## config.mk

```make
export PLATFORM = sky130hd
export DESIGN_NAME = alu_muldiv
export DESIGN_NICKNAME = d
export VERILOG_FILES = /design/src/rtl/alu_muldiv.sv
export SDC_FILE = /design/constraint.sdc
export NUM_CORES = 1
export LEC_CHECK = 0
export CORE_ASPECT_RATIO = 0.7
export CORE_MARGIN = 1
export CORE_UTILIZATION = 35
export DETAILED_ROUTE_END_ITERATION = 6
export PLACE_DENSITY = 0.58
export SLEW_MARGIN = 0
export SYNTH_ARGS = -nofsm -noshare
export SYNTH_HDL_FRONTEND = slang
export SYNTH_SLANG_ARGS = --single-unit
```

## constraint.sdc

```tcl
create_clock -name clk -period 5.95 [get_ports clk]
set_clock_uncertainty 0.1 [all_clocks]
set_input_delay 0.8925 -clock clk [delete_from_list [all_inputs] [get_ports clk]]
set_output_delay 0.8925 -clock clk [all_outputs]
set_load 0.01 [all_outputs]
```

## src/rtl/alu_muldiv.sv

```systemverilog
// Multi-cycle RV32M multiply/divide unit: shift-add multiply, restoring divide.
// Define ALU_MULDIV_FAST_MUL_EN to compute all multiply ops in a single cycle.
module alu_muldiv #(
  parameter int unsigned DATA_WIDTH = 32,
  parameter int unsigned OP_WIDTH   = 3
) (
  input  logic                  clk,
  input  logic                  reset,
  input  logic                  in_valid,
  output logic                  in_ready,
  input  logic [DATA_WIDTH-1:0] SrcA,
  input  logic [DATA_WIDTH-1:0] SrcB,
  input  logic [OP_WIDTH-1:0]   MulDivOp,
  input  logic                  flush,
  output logic                  out_valid,
  output logic [DATA_WIDTH-1:0] MulDivResult
);

  localparam int unsigned W  = DATA_WIDTH;
  localparam int unsigned CW = $clog2(W);

  typedef enum logic [1:0] {IDLE, CALC, DONE} state_t;

  state_t         state, state_next;
  logic           in_ready_d;
  logic           accept;
  logic           last;

  logic [2:0]     op3;
  logic [2:0]     op_q;
  logic           neg_q;
  logic [CW-1:0]  cnt;
  logic [W-1:0]   hi, lo, opnd;

  logic           a_signed, b_signed, sa, sb;
  logic [W-1:0]   a_mag, b_mag;
  logic           neg_d, b_zero, ovf, special;
  logic [W-1:0]   spec_res;
  logic           fast_hit;
  logic [W-1:0]   fast_res;

  logic [W:0]     sum, sh, diff;
  logic [W-1:0]   hi_s, lo_s;
  logic [2*W-1:0] prod, prod_f;
  logic [W-1:0]   qr, qr_f, final_res;

  assign op3    = MulDivOp[2:0];
  assign accept = in_valid && in_ready && !flush;
  assign last   = (cnt == CW'(W - 1));

  // State register; in_ready is registered alongside it
  always_ff @(posedge clk) begin
    if (reset) begin
      state    <= IDLE;
      in_ready <= 1'b1;
    end else begin
      state    <= state_next;
      in_ready <= in_ready_d;
    end
  end

  // Next-state logic; flush always wins over normal progress
  always_comb begin
    state_next = state;
    case (state)
      IDLE: if (accept) state_next = (special || fast_hit) ? DONE : CALC;
      CALC: if (last) state_next = DONE;
      DONE: state_next = IDLE;
      default: state_next = IDLE;
    endcase
    if (flush) state_next = IDLE;
  end

  // Output decode; the strobe is suppressed if the op is aborted in DONE
  always_comb begin
    in_ready_d = (state_next == IDLE);
    out_valid  = (state == DONE) && !flush;
  end

  // Operand signedness, magnitudes and special-case detection at accept
  always_comb begin
    a_signed = 1'b0;
    b_signed = 1'b0;
    if (op3[2]) begin
      a_signed = ~op3[0];
      b_signed = ~op3[0];
    end else begin
      a_signed = (op3[1:0] != 2'b11);
      b_signed = ~op3[1];
    end
    sa      = a_signed & SrcA[W-1];
    sb      = b_signed & SrcB[W-1];
    a_mag   = sa ? -SrcA : SrcA;
    b_mag   = sb ? -SrcB : SrcB;
    neg_d   = (op3[2] && op3[1]) ? sa : (sa ^ sb);
    b_zero  = (SrcB == '0);
    ovf     = !op3[0] && (SrcA == {1'b1, {(W-1){1'b0}}}) && (SrcB == '1);
    special = op3[2] && (b_zero || ovf);
    if (b_zero) spec_res = op3[1] ? SrcA : '1;
    else        spec_res = op3[1] ? '0 : SrcA;
  end

`ifdef ALU_MULDIV_FAST_MUL_EN
  logic [2*W-1:0] fa, fb, fp;

  // Sign-extended 2W x 2W product truncated to 2W bits is the exact signed product
  always_comb begin
    fa       = {{W{sa}}, SrcA};
    fb       = {{W{sb}}, SrcB};
    fp       = fa * fb;
    fast_hit = ~op3[2];
    fast_res = (op3[1:0] == 2'b00) ? fp[W-1:0] : fp[2*W-1:W];
  end
`else
  always_comb begin
    fast_hit = 1'b0;
    fast_res = '0;
  end
`endif

  // One iteration: shift-add for multiply, restoring subtract for divide
  always_comb begin
    sum  = {1'b0, hi} + (lo[0] ? {1'b0, opnd} : '0);
    sh   = {hi, lo[W-1]};
    diff = sh - {1'b0, opnd};
    if (op_q[2]) begin
      if (!diff[W]) begin
        hi_s = diff[W-1:0];
        lo_s = {lo[W-2:0], 1'b1};
      end else begin
        hi_s = sh[W-1:0];
        lo_s = {lo[W-2:0], 1'b0};
      end
    end else begin
      hi_s = sum[W:1];
      lo_s = {sum[0], lo[W-1:1]};
    end
  end

  // Sign fix-up and result selection from the final iteration's values
  always_comb begin
    prod      = {hi_s, lo_s};
    prod_f    = neg_q ? -prod : prod;
    qr        = op_q[1] ? hi_s : lo_s;
    qr_f      = neg_q ? -qr : qr;
    final_res = op_q[2] ? qr_f
              : ((op_q[1:0] == 2'b00) ? prod_f[W-1:0] : prod_f[2*W-1:W]);
  end

  // Datapath registers: mul keeps {acc, multiplier}, div keeps {remainder, quotient}
  always_ff @(posedge clk) begin
    if (reset) begin
      op_q         <= '0;
      neg_q        <= 1'b0;
      cnt          <= '0;
      hi           <= '0;
      lo           <= '0;
      opnd         <= '0;
      MulDivResult <= '0;
    end else if (accept) begin
      op_q  <= op3;
      neg_q <= neg_d;
      cnt   <= '0;
      hi    <= '0;
      lo    <= op3[2] ? a_mag : b_mag;
      opnd  <= op3[2] ? b_mag : a_mag;
      if (special)       MulDivResult <= spec_res;
      else if (fast_hit) MulDivResult <= fast_res;
    end else if (state == CALC && !flush) begin
      hi  <= hi_s;
      lo  <= lo_s;
      cnt <= cnt + CW'(1);
      if (last) MulDivResult <= final_res;
    end
  end

endmodule

```

==> results of run 1 <==
==> tightest hold or removal path, cell delays in order (launching register included) <==
cell and delay, ns:
dfxtp_1 0.31, nand2_1 0.05, a21oi_1 0.05
==> final cells by class <==
class	count	area share
clock buffer	18	0.0216
clock inverter	14	0.00894
tap	665	0.0410
timing repair buffer	208	0.0900
multi-input combinational	2186	0.687
sequential	140	0.138
inverter	70	0.0130
antenna	1	0.000123
==> cell usage after synthesis (all sizes together), types with 57 or more instances <==
library cell    n
a211oi         57
inv            68
nor3           69
o21ai         175
nor2          260
xnor2         104
xor2           75
nand2         325
ha             71
a21oi         264
o211ai         81
and2           62
clkbuf        129
dfxtp         140
==> through the flow <==
step | instances | setup slack (ns) | power (mW) | cell area, um2
finish | 3302 | 0.262 | 3.72 | 20300
global route | 3301 | 0.0374 | 3.85 | 20300
CTS | 3301 | 0.307 | 3.65 | 20200
detailed placement | 3269 | 0.339 | 2.45 | 19600
global placement | 3269 | 0.497 | 2.44 | 19600
floorplan | 2579 | 1.31 | 1.91 | 17700
==> logic make-up (layout without fill, tap and decap cells) <==
kind of cell,count (synthesis),in the layout
AOI/OAI and AO/OA,874,874
xor gates and xnor gates,179,179
adders and majority gates,92,92
buffers and inverters,253,310
DFF,140,140
muxes,63,63
other,0,1
and+or+nand+nor,978,978
==> per-layer routing <==
layer	part of all wire	global-route usage
met5	0.00054	0
met4	0.033	0.111
met3	0.13	0.0938
met2	0.38	0.434
met1	0.46	0.499
==> power by group <==
part	internal, mW	total [mW]	switching [mW]
clock	0.680	1.23	0.547
combinational	0.493	1.47	0.975
sequential	0.969	1.03	0.0584
total	2.14	3.72	1.58
==> final timing paths <==
path                                         end
worst min-delay path                    opnd[19]
worst min register to register          opnd[19]
worst max register to register  MulDivResult[26]
worst max-delay path            MulDivResult[26]
==> sequential cells by signal, indices dropped and copies added (netlist names) <==
register      cells
state             2
opnd             32
cnt               5
neg_q             1
lo               32
MulDivResult     32
in_ready          1
hi               32
op_q              3
==> what timing repair did <==
item,CTS,global route
setup endpoints to repair,0,6
buffers inserted,0,0
gates resized for setup,0,6
==> reports/qor.csv, run 1 <==
stage;metric;value;unit
outcome;outcome;finished with violations;
outcome;violations;design-rule violations;
logic_synthesis;synth-simple-area-share;0.268;
power;vdd_drop_max;0.165;mV
drt;drc;15;
drt;drt-pass1-iter-count;7;
logic_synthesis;synth_adder_area_share;0.0632;
logic_synthesis;async_flop_share;0;
clock_network;numCtsBuffers;17;
logic_synthesis;synth_cells;2579;
layout;layout_common_cells;nand2_1, a21oi_1, nor2_1;
setup_path;path_depth;17;
sta;setup_viol;0;
logic_synthesis;ys_seq_area_frac;0.158;
drt;avgRoutedWirePerCell;26.5;um
setup_path;r2r_setup_slack;0.26;ns
placement;dpl.hpwl;69.2;mm
setup_path;slowest_delay;0.57;ns
logic_synthesis;ys.flop_type;dfxtp_1;
floorplan;initial_core_util;0.357;
layout;drive_gt1_frac;0.0895;
placement;place_congestion;1.03;
drt;wirelength;87.6;mm
sta;slew_headroom;0.324;
sta;whs;0.363;ns
grt;grt_pass1_vias;18800;
setup_path;cp-startpoint;lo[31];
logic_synthesis;ys_types;108;
layout;syn2layout_area_growth;14.7;%
placement;portBuffers;104;
sta;maxSlewViolCount;0;
setup_path;cp-end-kind;flop;
setup_path;worst-setup-path-type;flop to flop;
min_path;min_path_type;flop to flop;
drt;drtAntennaViolNets;0;
clock_network;htreeDepth;4;
logic_synthesis;ys_seq_elements;140;
layout;finalNetCount;2767;
logic_synthesis;synth_area_per_cell;6.86;um2
sta;hold_viol_final;0;
drt;dr.first_iter.drc_count;3108;
logic_synthesis;synth_mux_area_frac;0.0388;
clock_network;cts-root-buf;clkbuf_16;
logic_synthesis;ys_warn_count;0;
min_path;hold_start;opnd[19];
floorplan;rows;68;
grt;antenna_found_initial;6;
layout;fin_util;0.409;
clock_network;cts_tree;yes;
setup_path;crit_family;compound AO/OA/AOI/OAI gates;
setup_path;r2r_cells;17;
logic_synthesis;synth_top_cell_by_area;dfxtp_1;
setup_path;worstPathArrival;5.92;ns
logic_synthesis;synth_top_family_by_area;compound AO/OA/AOI/OAI gates;
power;cellLeakagePower;7.41;nW
setup_path;critPathBufInv;2;
drt;num_vias;21200;
setup_path;cpMaxStageDelayCell;o41ai_2;
sta;finalSetupTns;0;ns
grt;grt_pass1_wl;127;mm
logic_synthesis;syn_area;17700;um2
logic_synthesis;syn_nets;2723;
sta;fin_crit;5.69;ns
logic_synthesis;ys_top_cells_by_area;dfxtp_1, a21oi_1, nand2_1;
logic_synthesis;yosysTopAreaCellShare;0.158;
layout;final_common_cell;nand2_1;
sta;max_freq;0.176;GHz
floorplan;die-area;51500;um2
layout;regArea;2810;um2
layout;nFillCells;5178;
setup_path;worstPathRequired;6.19;ns
clock_network;clkTransAtPathRegs;0.07;ns
clock_network;cts-hold-fix-buffers;0;
logic_synthesis;synth_xor_area_frac;0.0886;
floorplan;die_y;190;um
floorplan;fp.dieW;271;um
drt;via_per_inst;6.43;
clock_network;clkLatencyLatePin;0.46;ns
floorplan;core;49600;um2
sta;tightest_slew;1.01;ns
power;p_per_area;183;nW/um2
grt;track_usage;0.331;
logic_synthesis;synth-compound-area-share;0.325;
layout;multi_input_area;13900;um2
run;maxCapViolCount;0;
clock_network;clock_path_buffers;2;
setup_path;cp-start-kind;flop;
setup_path;cp_max_fo;8;
sta;finalCritPeriodShare;0.956;
setup_path;rr_startpoint;lo[31];
grt;grt_max_degree;65;
logic_synthesis;synth_edf_count;0;
min_path;hold_depth;2;
clock_network;cts_sinks;140;
grt;overflow;0;
setup_path;crit_chain;inv_1 -> ha_1 -> inv_1 -> fa_1 -> a211oi_1 -> o21a_1 -> a21oi_1 -> o21ai_2 -> o2111ai_1 -> a31oi_1 -> nor4b_2 -> o2111ai_1 -> nand4b_2 -> o41ai_2 -> xor2_1 -> nand2_1 -> o2bb2ai_1;
floorplan;num_io_pins;105;
sta;rsz0062_at_grt;no;
Power figures use the tool's default switching activity.
==> run 2, diff against run 1 <==
- CORE_MARGIN: 1 -> not set
==> results of run 2 <==
No change in the layout: final DEF, timing and power equal those of run 1.
